--- src/rtl/noc_pkg.sv ---
// rtl/noc_pkg.sv - shared flit encodings, port indices, FSM states and field offsets
package noc_pkg;

    // Flit type field encodings (top two bits of a flit)
    localparam logic [1:0] FLIT_BODY   = 2'b00;
    localparam logic [1:0] FLIT_HEAD   = 2'b01;
    localparam logic [1:0] FLIT_TAIL   = 2'b10;
    localparam logic [1:0] FLIT_SINGLE = 2'b11;

    // Output port indices
    localparam int PORT_L = 0;
    localparam int PORT_N = 1;
    localparam int PORT_S = 2;
    localparam int PORT_E = 3;
    localparam int PORT_W = 4;

    typedef enum logic [1:0] {
        IDLE = 2'd0,
        REQ  = 2'd1,
        SEND = 2'd2
    } state_t;

    // LSB of the two-bit type field
    function automatic int type_lsb(input int dw);
        return dw - 2;
    endfunction

    // MSB of the destination X field in a head flit
    function automatic int dst_x_msb(input int dw);
        return dw - 3;
    endfunction

    // MSB of the destination Y field in a head flit
    function automatic int dst_y_msb(input int dw, input int xw);
        return dw - 3 - xw;
    endfunction

endpackage

--- src/rtl/sync_fifo.sv ---
// rtl/sync_fifo.sv - single-clock flit FIFO with wrap-bit pointers
//
// Ports:
//   clk, rst  : clock, synchronous active-high reset (empties the FIFO)
//   wr_en     : write request, ignored while full
//   wr_data   : data written on wr_en
//   rd_en     : pop request, ignored while empty
//   rd_data   : current head entry (combinational from storage)
//   full      : no free slot this cycle
//   empty     : no valid entry this cycle
module sync_fifo #(
    parameter int DW    = 32,
    parameter int DEPTH = 4
) (
    input  logic          clk,
    input  logic          rst,
    input  logic          wr_en,
    input  logic [DW-1:0] wr_data,
    input  logic          rd_en,
    output logic [DW-1:0] rd_data,
    output logic          full,
    output logic          empty
);

    localparam int AW = $clog2(DEPTH);

    logic [AW:0]   r_wptr;
    logic [AW:0]   r_rptr;
    logic [DW-1:0] r_mem [DEPTH];

    logic w_wr;
    logic w_rd;

    // Extra MSB distinguishes full from empty when the low bits match
    assign full    = (r_wptr[AW] != r_rptr[AW]) && (r_wptr[AW-1:0] == r_rptr[AW-1:0]);
    assign empty   = (r_wptr == r_rptr);
    assign w_wr    = wr_en && !full;
    assign w_rd    = rd_en && !empty;
    assign rd_data = r_mem[r_rptr[AW-1:0]];

    always_ff @(posedge clk) begin
        if (rst) begin
            r_wptr <= '0;
            r_rptr <= '0;
        end else begin
            if (w_wr) r_wptr <= r_wptr + 1'b1;
            if (w_rd) r_rptr <= r_rptr + 1'b1;
        end
    end

    // Storage needs no reset: entries are only observable through the pointers
    always_ff @(posedge clk) begin
        if (w_wr) r_mem[r_wptr[AW-1:0]] <= wr_data;
    end

endmodule

--- src/rtl/vc_input_requester.sv ---
// rtl/vc_input_requester.sv - router input port: flit buffer, XY route, request/grant, wormhole send
//
// Ports:
//   clk, rst   : clock, synchronous active-high reset
//   in_valid   : upstream flit valid
//   in_data    : upstream flit
//   in_ready   : FIFO can accept a flit this cycle
//   request    : one-hot request to the output arbiters (held until granted)
//   grant      : grant bit for this port from each output arbiter
//   busy       : one-hot output owned by this port for the current packet
//   out_valid  : flit to crossbar valid
//   out_data   : flit to crossbar (FIFO head)
//   out_ready  : selected output accepts the flit
//   err        : one-cycle pulse per orphan body/tail flit dropped
module vc_input_requester
    import noc_pkg::*;
#(
    parameter int DW    = 32,
    parameter int XW    = 4,
    parameter int DEPTH = 4,
    parameter int CUR_X = 0,
    parameter int CUR_Y = 0,
    parameter int NPORT = 5
) (
    input  logic             clk,
    input  logic             rst,
    input  logic             in_valid,
    input  logic [DW-1:0]    in_data,
    output logic             in_ready,
    output logic [NPORT-1:0] request,
    input  logic [NPORT-1:0] grant,
    output logic [NPORT-1:0] busy,
    output logic             out_valid,
    output logic [DW-1:0]    out_data,
    input  logic             out_ready,
    output logic             err
);

    localparam int          T_LSB = type_lsb(DW);
    localparam int          X_MSB = dst_x_msb(DW);
    localparam int          Y_MSB = dst_y_msb(DW, XW);
    localparam logic [XW-1:0] CX  = CUR_X[XW-1:0];
    localparam logic [XW-1:0] CY  = CUR_Y[XW-1:0];

    state_t           r_state;
    state_t           w_next;
    logic [NPORT-1:0] r_sel;

    logic             w_full;
    logic             w_empty;
    logic [DW-1:0]    w_head;
    logic             w_pop;
    logic [1:0]       w_type;
    logic [XW-1:0]    w_dst_x;
    logic [XW-1:0]    w_dst_y;
    logic [NPORT-1:0] w_route_oh;
    logic             w_is_head;
    logic             w_is_last;
    logic             w_granted;

    sync_fifo #(
        .DW    (DW),
        .DEPTH (DEPTH)
    ) u_fifo (
        .clk     (clk),
        .rst     (rst),
        .wr_en   (in_valid),
        .wr_data (in_data),
        .rd_en   (w_pop),
        .rd_data (w_head),
        .full    (w_full),
        .empty   (w_empty)
    );

    assign in_ready  = !w_full;
    assign out_data  = w_head;

    assign w_type    = w_head[T_LSB +: 2];
    assign w_dst_x   = w_head[X_MSB -: XW];
    assign w_dst_y   = w_head[Y_MSB -: XW];
    assign w_is_head = (w_type == FLIT_HEAD) || (w_type == FLIT_SINGLE);
    assign w_is_last = (w_type == FLIT_TAIL) || (w_type == FLIT_SINGLE);

    // Dimension-ordered XY route: resolve X first, then Y, else deliver locally
    always_comb begin
        w_route_oh = '0;
        if (w_dst_x > CX)      w_route_oh[PORT_E] = 1'b1;
        else if (w_dst_x < CX) w_route_oh[PORT_W] = 1'b1;
        else if (w_dst_y > CY) w_route_oh[PORT_N] = 1'b1;
        else if (w_dst_y < CY) w_route_oh[PORT_S] = 1'b1;
        else                   w_route_oh[PORT_L] = 1'b1;
    end

    // Grant bits for outputs we did not request are ignored
    assign w_granted = |(grant & request);

    always_ff @(posedge clk) begin
        if (rst) begin
            r_state <= IDLE;
            r_sel   <= '0;
        end else begin
            r_state <= w_next;
            if (r_state == REQ && w_granted) r_sel <= w_route_oh;
        end
    end

    always_comb begin
        w_next    = r_state;
        request   = '0;
        busy      = '0;
        out_valid = 1'b0;
        w_pop     = 1'b0;
        err       = 1'b0;
        case (r_state)
            IDLE: begin
                if (!w_empty) begin
                    if (w_is_head) begin
                        w_next = REQ;
                    end else begin
                        // Body/tail with no owning packet: discard it
                        w_pop = 1'b1;
                        err   = 1'b1;
                    end
                end
            end
            REQ: begin
                // Head stays at the FIFO front, so the route is stable while requesting
                request = w_route_oh;
                if (w_granted) w_next = SEND;
            end
            SEND: begin
                busy      = r_sel;
                out_valid = !w_empty;
                if (out_valid && out_ready) begin
                    w_pop = 1'b1;
                    if (w_is_last) w_next = IDLE;
                end
            end
            default: w_next = IDLE;
        endcase
    end

endmodule
--- config.mk ---
export PLATFORM = sky130hd
export DESIGN_NAME = vc_input_requester
export DESIGN_NICKNAME = d
export VERILOG_FILES = /design/src/rtl/noc_pkg.sv /design/src/rtl/sync_fifo.sv /design/src/rtl/vc_input_requester.sv
export SDC_FILE = /design/constraint.sdc
export NUM_CORES = 1
export LEC_CHECK = 0
export ABC_AREA = 1
export BUFFER_PORTS_ARGS = -buffer_cell sky130_fd_sc_hd__buf_2
export CELL_PAD_IN_SITES_DETAIL_PLACEMENT = 0
export CELL_PAD_IN_SITES_GLOBAL_PLACEMENT = 2
export CORE_MARGIN = 1.5
export CORE_UTILIZATION = 38
export DETAILED_ROUTE_END_ITERATION = 8
export PLACE_DENSITY_LB_ADDON = 0.1
export SLEW_MARGIN = 30
export SYNTH_ARGS = -nofsm -noshare
export SYNTH_HDL_FRONTEND = slang
export SYNTH_SLANG_ARGS = --single-unit
--- constraint.sdc ---
create_clock -name clk -period 3.6 [get_ports clk]
set_input_delay 0.72 -clock clk [delete_from_list [all_inputs] [get_ports clk]]
set_output_delay 0.72 -clock clk [all_outputs]
set_load 0.1 [all_outputs]
==> results.yml <==
clock_tree:
  post_cts_buffers: 0
  clk_pin_slew_ns: 0.06
  clock_path_buffers: 2
  cts_htree_levels: 4
  cts.sinks: 141
  postCtsResizedCells: 0
  hold_buffers: 0
  cts_tree: "yes"
  clkLatencyLatePin_ns: 0.41
  clockRootBuffer: "clkbuf_16"
  numCtsBuffers: 17
global_route:
  grt-ovfl-total: 0
  antenna_found_initial: 1
  grt_start_max_net_pins: 65
  grt_pass1_vias: 3634
  grt_pass1_wl_um: 19000
  grt_usage_pct: 16.2
cells_and_area:
  nets: 580
  antenna_cells: 0
  final_area_um2: 7010
  layout-drive-gt1-share_pct: 26.9
  syn2layout_area_growth_pct: 23.7
  fill_cells: 1347
sta:
  setup_viol: 0
  period_minus_slack_ns: 3.20
  timing.final.crit_share_pct: 88.9
  worst_pin_slew_ns: 0.842
  fin_skew_ns: 0.00663
  relSlewSlack_pct: 43.8
  hold_viol_final: 0
  timing.final.ws_setup_ns: 0.398
  holdWs_ns: 0.461
  rsz0062_at_grt: "no"
  drv_slew: 0
  tns_ns: 0
  fmax_mhz: 312
critical_path:
  worst-r2r-setup-slack_ns: 1.34
  arrival_ns: 2.48
  setup.worst_path.end_class: "output port"
  reg2regPathDepth: 6
  worst_r2r_endpoint: "u_fifo.r_mem[3][13]"
  start_kind: "flip-flop"
  required_ns: 2.88
  crit_fanout: 47
  reg2reg_from: "u_fifo.r_wptr[0]"
  path_class: "reg2out"
yosys:
  netlist_instances: 447
  ys_seq_elements: 141
  synthArstFlopShare_pct: 0
  synth_top_area_share_pct: 67.8
  netlist.top_cell.by_area: "edfxtp_1"
  synth_cell_type_count: 32
  yosys-top-cells-area: "edfxtp_1, dfxtp_1, o21ai_0"
  syn_area_per_cell_um2: 12.7
  synth_area_um2: 5670
  yosysSeqAreaShare_pct: 72.4
  synth-edff-count: 128
  ys.flop_type: "edfxtp_1"
  yosys_warnings: 0
route:
  drc: 0
  wirelength_um: 11800
  drtPass1Iterations: 4
  vias: 3512
  first_iter_violations: 199
  ant_nets: 0
  vias_per_cell: 4.80
  wire_per_inst_um: 16.2
placement:
  placed_cell_area_um2: 6420
  numPortBuffers: 79
  dp_hpwl_um: 6790
  gp_congestion: 0.731
  place_ws_ns: 0.798
status:
  outcome: "completed"
worst_hold_path:
  min_path_cells: 2
  hold_class: "reg2reg"
  min_from: "r_sel[1]"
  min_to: "r_sel[1]"
die:
  rows: 44
  core-area_um2: 14500
  initial_utilization_pct: 39.0
  die_h_um: 125
  dieWidth_um: 125
  die_area_um2: 15700
  pin_count: 86
job:
  drv_cap: 0
[through the flow]
stage               cells  util, %
floorplan             450        -
global placement      699     44.2
detailed placement    699     44.2
CTS                   731     48.2
global route          731     48.2
finish                731     48.2
[cell usage in the layout (no fill, tap or decap), types with 2 or more instances in the layout]
cell type    n
a21oi_1      6
a21oi_2      3
buf_12      11
buf_2       68
buf_4        9
bufinv_16    4
clkbuf_1     5
clkbuf_16   17
clkinv_1     4
clkinv_2     2
conb_1       4
dfxtp_1     12
edfxtp_1   128
ha_1         5
inv_1       32
inv_2        3
nand2_1     51
nand2_2     11
nand3_1     19
nand3_2      2
nand4_1      4
nor2_1      55
nor2_2       2
nor2_4       7
o21ai_0     49
o21ai_2      2
o22ai_1     23
[cells in the mapped netlist, drive strengths merged (5+ instances only)]
| master | count |
|---|---|
| a21oi | 9 |
| buf | 12 |
| clkbuf | 11 |
| dfxtp | 13 |
| edfxtp | 128 |
| ha | 5 |
| inv | 35 |
| nand2 | 62 |
| nand3 | 21 |
| nand4 | 6 |
| nor2 | 64 |
| o21ai | 52 |
| o22ai | 24 |
[sequential cells by signal (all words and copies together), names as in the netlist, named ones only]
signal	count
u_fifo.r_mem	128
u_fifo.r_rptr	3
r_state	2
u_fifo.r_wptr	3
r_sel	3
[metal layers]
metal / track usage, % / routed length [µm] / vias up
li1: - / - / 1749
met1: 19.7 / 5460 / 1683
met2: 26.9 / 5750 / 66
met3: 4.88 / 467 / 14
met4: 6.55 / 173 / 0
met5: 0 / 0 / -
[cell families (layout without fill, tap and decap cells)]
kind of cell,count (synthesis),in the layout,synth area share (%)
compound gates,86,86,8.66
xor+xnor,2,2,0.309
fa+ha+maj,5,5,1.10
buf+inv,58,155,4.88
flops,141,141,72.4
other cells,1,4,0.0662
simple gates,154,154,12.6
[area by class of cell]
class                           count  area, µm²  area share [%]
Sequential cell                   141       4110            58.5
Multi-Input combinational cell    251       1330            18.9
Timing Repair Buffer               88        628            8.96
Clock buffer                       22        444            6.33
Tap cell                          184        230            3.28
Clock inverter                     10        145            2.07
Inverter                           35        131            1.87
[critical path, stage by stage (launching register included)]
cell and delay [ns]:
dfxtp_2 0.32, inv_2 0.60, buf_4 0.36, o21ai_0 0.11
o22ai_1 0.20, buf_2 0.46
[worst max path at each step]
stage,to,slack (ns)
detailed placement,out_data[17],0.80
finish,out_data[17],0.40
global route,out_data[21],0.21
global placement,out_data[17],0.81
CTS,out_data[17],0.34
floorplan,u_fifo.r_wptr[2],0.003
Power is left out: the tool's default activity adds up to more than one toggle a clock period on the data nets, which glitch-free logic cannot reach.
